[config.mk]
export PLATFORM = sky130hd
export DESIGN_NAME = serial_adder
export DESIGN_NICKNAME = d
export VERILOG_FILES = /design/src/rtl/serial_adder_pkg.sv /design/src/rtl/serial_adder_fa_cell.sv /design/src/rtl/serial_adder.sv
export SDC_FILE = /design/constraint.sdc
export NUM_CORES = 1
export LEC_CHECK = 0
export CAP_MARGIN = 20
export CORE_MARGIN = 3
export CORE_UTILIZATION = 52
export DETAILED_ROUTE_END_ITERATION = 10
export PLACE_DENSITY = 0.83
export SLEW_MARGIN = 30
export SYNTH_ARGS = -nofsm -noshare
export SYNTH_HDL_FRONTEND = slang
export SYNTH_HIERARCHICAL = 1
export SYNTH_SLANG_ARGS = --single-unit
[constraint.sdc]
create_clock -name clk -period 1.61 [get_ports clk]
set_input_delay 0.322 -clock clk [delete_from_list [all_inputs] [get_ports clk]]
set_output_delay 0.322 -clock clk [all_outputs]
set_load 0.005 [all_outputs]
[src/rtl/serial_adder_pkg.sv]
// Shared types and constants for the bit-serial adder.
package serial_adder_pkg;

  // Operand width used when the instantiating block does not override it.
  localparam int unsigned DefaultWidth = 8;

  // Controller states: waiting, shifting bits through the cell, presenting the result.
  typedef enum logic [1:0] {
    StIdle = 2'd0,
    StRun  = 2'd1,
    StDone = 2'd2
  } state_e;

  // Bit-counter width: clog2 of the operand width, never narrower than one bit.
  function automatic int unsigned cnt_width(input int unsigned width);
    return (width < 2) ? 1 : $clog2(width);
  endfunction

endpackage

[src/rtl/serial_adder_fa_cell.sv]
// One-bit combinational full adder; the only arithmetic in the serial adder.
module fa_cell (
  input  logic x,
  input  logic y,
  input  logic ci,
  output logic s,
  output logic co
);

  // Sum and majority carry of the three input bits.
  always_comb begin
    s  = x ^ y ^ ci;
    co = (x & y) | (x & ci) | (y & ci);
  end

endmodule

[src/rtl/serial_adder.sv]
// Bit-serial adder: one operand bit pair per clock through a single full-adder cell,
// LSB first, with a start/done handshake. Latency is WIDTH+1 cycles from start to done.
// Optional feature: define SERIAL_ADDER_OVF_EN to add the registered signed-overflow
// output 'ovf'.
module serial_adder
  import serial_adder_pkg::*;
#(
  parameter int unsigned WIDTH = DefaultWidth
) (
  input  logic             clk,
  input  logic             rst,
  input  logic             start,
  input  logic [WIDTH-1:0] a,
  input  logic [WIDTH-1:0] b,
  input  logic             cin,
  output logic             busy,
  output logic             done,
  output logic [WIDTH-1:0] sum,
  output logic             cout
`ifdef SERIAL_ADDER_OVF_EN
  ,
  output logic             ovf
`endif
);

  localparam int unsigned    CntW    = cnt_width(WIDTH);
  localparam logic [CntW-1:0] CntLast = CntW'(WIDTH - 1);

  state_e           state_q, state_d;
  logic [WIDTH-1:0] a_sr_q, a_sr_d;
  logic [WIDTH-1:0] b_sr_q, b_sr_d;
  logic [WIDTH-1:0] sum_sr_q, sum_sr_d;
  logic             carry_q, carry_d;
  logic [CntW-1:0]  cnt_q, cnt_d;
  logic             cout_q, cout_d;
`ifdef SERIAL_ADDER_OVF_EN
  logic             ovf_q, ovf_d;
`endif

  logic fa_s;
  logic fa_co;

  fa_cell u_fa_cell (
    .x  (a_sr_q[0]),
    .y  (b_sr_q[0]),
    .ci (carry_q),
    .s  (fa_s),
    .co (fa_co)
  );

  // Next-state: accept in IDLE/DONE, shift one bit per cycle in RUN.
  always_comb begin
    state_d  = state_q;
    a_sr_d   = a_sr_q;
    b_sr_d   = b_sr_q;
    sum_sr_d = sum_sr_q;
    carry_d  = carry_q;
    cnt_d    = cnt_q;
    cout_d   = cout_q;
`ifdef SERIAL_ADDER_OVF_EN
    ovf_d    = ovf_q;
`endif

    unique case (state_q)
      StIdle, StDone: begin
        if (start) begin
          state_d = StRun;
          a_sr_d  = a;
          b_sr_d  = b;
          carry_d = cin;
          cnt_d   = '0;
        end else begin
          state_d = StIdle;
        end
      end

      StRun: begin
        // start is deliberately ignored here; operands live only in the shift registers.
        a_sr_d   = a_sr_q >> 1;
        b_sr_d   = b_sr_q >> 1;
        sum_sr_d = {fa_s, sum_sr_q[WIDTH-1:1]};
        carry_d  = fa_co;
        cnt_d    = cnt_q + CntW'(1);
        if (cnt_q == CntLast) begin
          state_d = StDone;
          cout_d  = fa_co;
`ifdef SERIAL_ADDER_OVF_EN
          // carry_q is the carry into the MSB on the last bit.
          ovf_d   = carry_q ^ fa_co;
`endif
        end
      end

      default: begin
        state_d = StIdle;
      end
    endcase
  end

  // State and datapath registers with synchronous active-high reset.
  always_ff @(posedge clk) begin
    if (rst) begin
      state_q  <= StIdle;
      a_sr_q   <= '0;
      b_sr_q   <= '0;
      sum_sr_q <= '0;
      carry_q  <= 1'b0;
      cnt_q    <= '0;
      cout_q   <= 1'b0;
`ifdef SERIAL_ADDER_OVF_EN
      ovf_q    <= 1'b0;
`endif
    end else begin
      state_q  <= state_d;
      a_sr_q   <= a_sr_d;
      b_sr_q   <= b_sr_d;
      sum_sr_q <= sum_sr_d;
      carry_q  <= carry_d;
      cnt_q    <= cnt_d;
      cout_q   <= cout_d;
`ifdef SERIAL_ADDER_OVF_EN
      ovf_q    <= ovf_d;
`endif
    end
  end

  // Outputs are decodes of registered state only; no input-to-output path.
  always_comb begin
    busy = (state_q == StRun);
    done = (state_q == StDone);
    sum  = sum_sr_q;
    cout = cout_q;
`ifdef SERIAL_ADDER_OVF_EN
    ovf  = ovf_q;
`endif
  end

endmodule

### Yosys cells after proc, flatten, opt, wreduce, memory -nomap -nowiden

Cells that the tools add are included.

* word-level logic and storage cells: 36
* memories: 0
* bits of input ports: 20
* bits in writable memories: 0
* memory bits (read-only): 0
* latch bits: 0
* register bits: 31

* $mul: 0
* bitwise operators: 7
* order comparisons: 0
* reductions and logical operators: 5
* muxes and demuxes: 11
* $add $sub $neg: 1
* equality and inequality tests: 5
* divide/modulo/power cells: 0
* shift operators: 0

Operators by type and width (count)
* $pmux 8 s2: 2
* $mux 8: 2
* $pmux 3 s2: 1
* $pmux 2 s2: 1
* $reduce_and 2->1: 2
* $add 3x1->3 const B: 1
* $and 1x1->1: 3
* $eq 3x3->1 const B: 1
* $mux 3: 1
* $eq 2x1->1 const B: 1
* $eq 2x2->1 const B: 1
* $logic_not 2->1: 1
* $mux 1: 2
* $mux 2: 1
* $ne 2x1->1 const B: 1
* $ne 2x2->1 const B: 1
* $or 1x1->1: 2
* $pmux 1 s2: 1
* $reduce_bool 2->1: 1
* $reduce_or 2->1: 1
* $xor 1x1->1: 2

### Longest topological paths before layout

* depth after elaboration: 4
* mapped depth: 6
* gate-level depth less buffers: 5

### Modules after synthesis

Netlist, hierarchy kept.

Modules (own cells, without submodules)
* serial_adder: sequential area each 620.6 µm², cells each 157, instances 1, area each 1316.3 µm²
* fa_cell: sequential area each 0.0 µm², cells each 1, instances 1, area each 20.0 µm²

### Worst setup path before layout

OpenSTA, ideal clock, no wires.

* path kind: reg2out
* from: register state_q[0]
* to: output port busy
* arrival: 0.752 ns
* setup slack: 0.536 ns
* stages on the path, launching flop included: 5
* cell sequence: dfxtp_1 > nand2b_1 > buf_6 > inv_2 > buf_6

* word-level cells in the longest chain between the ends: 1

RTL lines
* start: declaration: RTL line serial_adder.sv:29 `state_e state_q, state_d;`
* start signal: assignment: RTL line serial_adder.sv:103 `state_q <= StIdle;`
* start signal: assignment: RTL line serial_adder.sv:114 `state_q <= state_d;`
* $eq 2x1->1: RTL line serial_adder.sv:129 `busy = (state_q == StRun);`
* end: declaration: RTL line serial_adder.sv:16 `output logic busy,`

Every way passes these cells.

### Final worst setup path

* from: register sum_sr_q[2] (netlist: sum[2])
* to: output port sum[2]

RTL lines
* start: declaration: RTL line serial_adder.sv:32 `logic [WIDTH-1:0] sum_sr_q, sum_sr_d;`
* start signal: assignment: RTL line serial_adder.sv:117 `sum_sr_q <= sum_sr_d;`
* end: declaration: RTL line serial_adder.sv:18 `output logic [WIDTH-1:0] sum,`

No word-level cell between the ends.

==> reports/qor.yml <==
setup_path:
  cp.required_ns: 1.29
  cp_slowest_cell: "clkdlybuf4s50_1"
  startpoint_type: "flip-flop"
  worstRegToRegCells: 5
  crit_start: "sum[2]$_SDFFE_PP0P_"
  worst-path-buf-inv: 1
  endpoint: "sum[2]"
  worstPathCellList: "clkdlybuf4s50_1"
  cpPeakStageDelay_ns: 0.51
  cp_data_arrival_time_ns: 1.20
  path_class: "flip-flop to primary output"
  critPathTopFamily: "buffers and inverters"
  r2r_end: "b_sr_q[1]$_SDFFE_PP0P_"
  rrSetupSlack_ns: 0.20
  cp-end-kind: "primary output"
  crit_cells: 1
  critPathMaxFanout: 3
  r2r_start: "state_q[0]$_SDFFE_PP0P_"
floorplanning:
  die_w_um: 56.7
  core_um2: 2320
  die-area_um2: 3210
  die_h_um: 56.7
  num_io_pins: 31
  start_util_pct: 57.6
  rows: 17
clock_network:
  htreeDepth: 2
  numCtsBuffers: 5
  clockBufferDepth: 2
  cts_tree: "built"
  cts_hold_buf: 0
  cts_root_buffer: "clkbuf_4"
  cts_sinks: 31
  clkTransAtPathRegs_ns: 0.09
  clock_latency_ns: 0.32
logic_synthesis:
  ys_top_cells_by_count: "nand2_1 (51), dfxtp_1 (31), nor2_1 (17)"
  seq_area_frac_synth_pct: 46.4
  yosysWarnings: 6
  syn_avg_cell_area_um2: 8.46
  synthTopCellsByArea: "dfxtp_1 (46%), nand2_1 (14%), a311oi_1 (8.5%), a21oi_1 (5.2%), nor2_1 (4.8%)"
  synth_ff_type: "dfxtp_1"
  syn_nets: 181
  synth_top_cell_by_area: "dfxtp_1"
  ys_types: 20
  syn_area_um2: 1340
  synth.most_common_cell: "nand2_1"
  postSynth.asyncResetShare_pct: 0
  netlist.area_leader.share_pct: 46.4
  synth_edf_count: 0
  ys_ff_latch: 31
  synth_cells: 158
place:
  hpwl_um: 1750
  gp_congestion: 0.734
  place.port_buffers: 30
sta:
  holdWs_ns: 0.471
  worstMarginPinSlew_ns: 0.416
  timing.fmax_mhz: 658
  fin_crit_sh_pct: 94.4
  finalMaxSlewViolations: 0
  hold_viol_final: 0
  min_period_ns: 1.52
  setup_viol: 0
  relSlewSlack_pct: 72.3
  rsz0062_at_grt: "false"
  skew_ns: 0.00712
pwr:
  power_density_nw_per_um2: 939
  fin_total_pwr_uw: 1580
  p_leak_uw: 0.000644
  ir_drop_v: 0.000697
layout:
  layout.nets: 210
  antennaDiodeCount: 0
  drive_above_1_share_pct: 10.1
  syn2layout_area_growth_pct: 26.3
detailed_routing:
  drt-initial-drc-count: 18
  finalWirelength_um: 2610
  drc: 0
  route.antenna.remaining_nets: 0
  vias: 1152
  via_per_inst: 5.33
  wire_per_inst_um: 12.1
  drt-pass1-iter-count: 4
outcome:
  status: "finished clean"
global_route:
  grtUsageTotal_pct: 18.3
  grt_max_degree: 45
  overflow: 0
  grt_pass1_wl_um: 4670
  antenna_found_initial: 0
  grt_pass1_vias: 1108
run:
  drv_cap: 0
worst_hold_path:
  hold_path_class: "flip-flop to flip-flop"
[state kept, by name, summed over array words and instances, names as in the netlist]
name and cells:
carry_q 1, cnt_q 3, cout 1, b_sr_q 8, sum 8, state_q 2, a_sr_q 8
[what timing repair did]
| item | in CTS | in global routing |
|---|---|---|
| buffers inserted | 1 | 0 |
| gates resized for setup | 3 | 0 |
| endpoints found under the setup margin | 2 | 0 |
[cell families after synthesis]
logic type	Yosys count	share of synthesized area (%)
adder cells (fa/ha/maj)	3	3.37
flip-flops	31	46.4
buffers and inverters	14	8.80
AND/OR/NAND/NOR	80	24.8
AO/OA/AOI/OAI	30	16.6
[worst min-delay path by stage]
| stage | startpoint | endpoint | slack (ns) | depth (start not counted) |
|---|---|---|---|---|
| after global placement | sum[0]$_SDFFE_PP0P_ | sum[0]$_SDFFE_PP0P_ | 0.44 | 2 |
| after CTS | sum[0]$_SDFFE_PP0P_ | sum[0]$_SDFFE_PP0P_ | 0.47 | 2 |
| after floorplan | rst | b_sr_q[0]$_SDFFE_PP0P_ | 0.39 | 1 |
| after global routing | cout$_SDFFE_PP0P_ | cout$_SDFFE_PP0P_ | 0.49 | 2 |
| final | cout$_SDFFE_PP0P_ | cout$_SDFFE_PP0P_ | 0.47 | 2 |
| after detailed placement | sum[0]$_SDFFE_PP0P_ | sum[0]$_SDFFE_PP0P_ | 0.46 | 2 |
[metrics by stage]
step	worst slack [ns]	std cells	util [%]	setup TNS (ns)	instance area, um2
3_3_place_gp	-0.00274	207	69.6	-0.00536	1610
4_1_cts	0.0616	216	72.8	0	1690
2_1_floorplan	0.536	158	-	0	1340
5_1_grt	0.0178	216	72.8	0	1690
6_report	0.0895	216	72.8	0	1690
3_5_place_dp	-0.0227	207	69.6	-0.0609	1610
[layout by cell type, fill, tap and decap left out]
master           instances
a21oi_1                 14
a311oi_1                13
a311oi_2                 2
and2b_2                  1
buf_12                   2
buf_4                    3
clkbuf_1                 1
clkbuf_4                 5
clkbuf_8                 2
clkdlybuf4s50_1         28
dfxtp_1                 30
dfxtp_2                  1
dlygate4sd2_1            2
fa_1                     1
ha_1                     2
inv_2                    1
nand2_1                 51
nand2b_1                 2
nand3_1                  6
nand3b_1                 1
nor2_1                  17
nor2b_2                  1
o21a_1                   1
or2b_2                   1
[area by class of cell]
cell class	instances	area, um2
Clock buffer	8	68.8
Inverter	1	3.75
Tap cell	28	35.0
Fill cell	197	631
Timing Repair Buffer	35	360
Sequential cell	31	622
Multi-Input combinational cell	113	598
[layer usage]
metal  global-route usage, %  share of wire, %  routed length, um  vias to the layer above
li1                        -                 -                  -                      589
met1                    20.7                44               1160                      533
met2                    30.7                49               1280                       25
met3                    5.29               4.9                127                        5
met4                    9.83               1.5                 39                        0
met5                       0                 0                  0                        -
[where the power goes]
part | leakage [uW] | internal [uW] | switching (uW) | total, uW
clock network | 0.0000386 | 257 | 246 | 502
registers | 0.000254 | 815 | 26.7 | 842
logic | 0.000352 | 119 | 121 | 240
total | 0.000644 | 1190 | 393 | 1580
(Power assumes the default switching activity.)
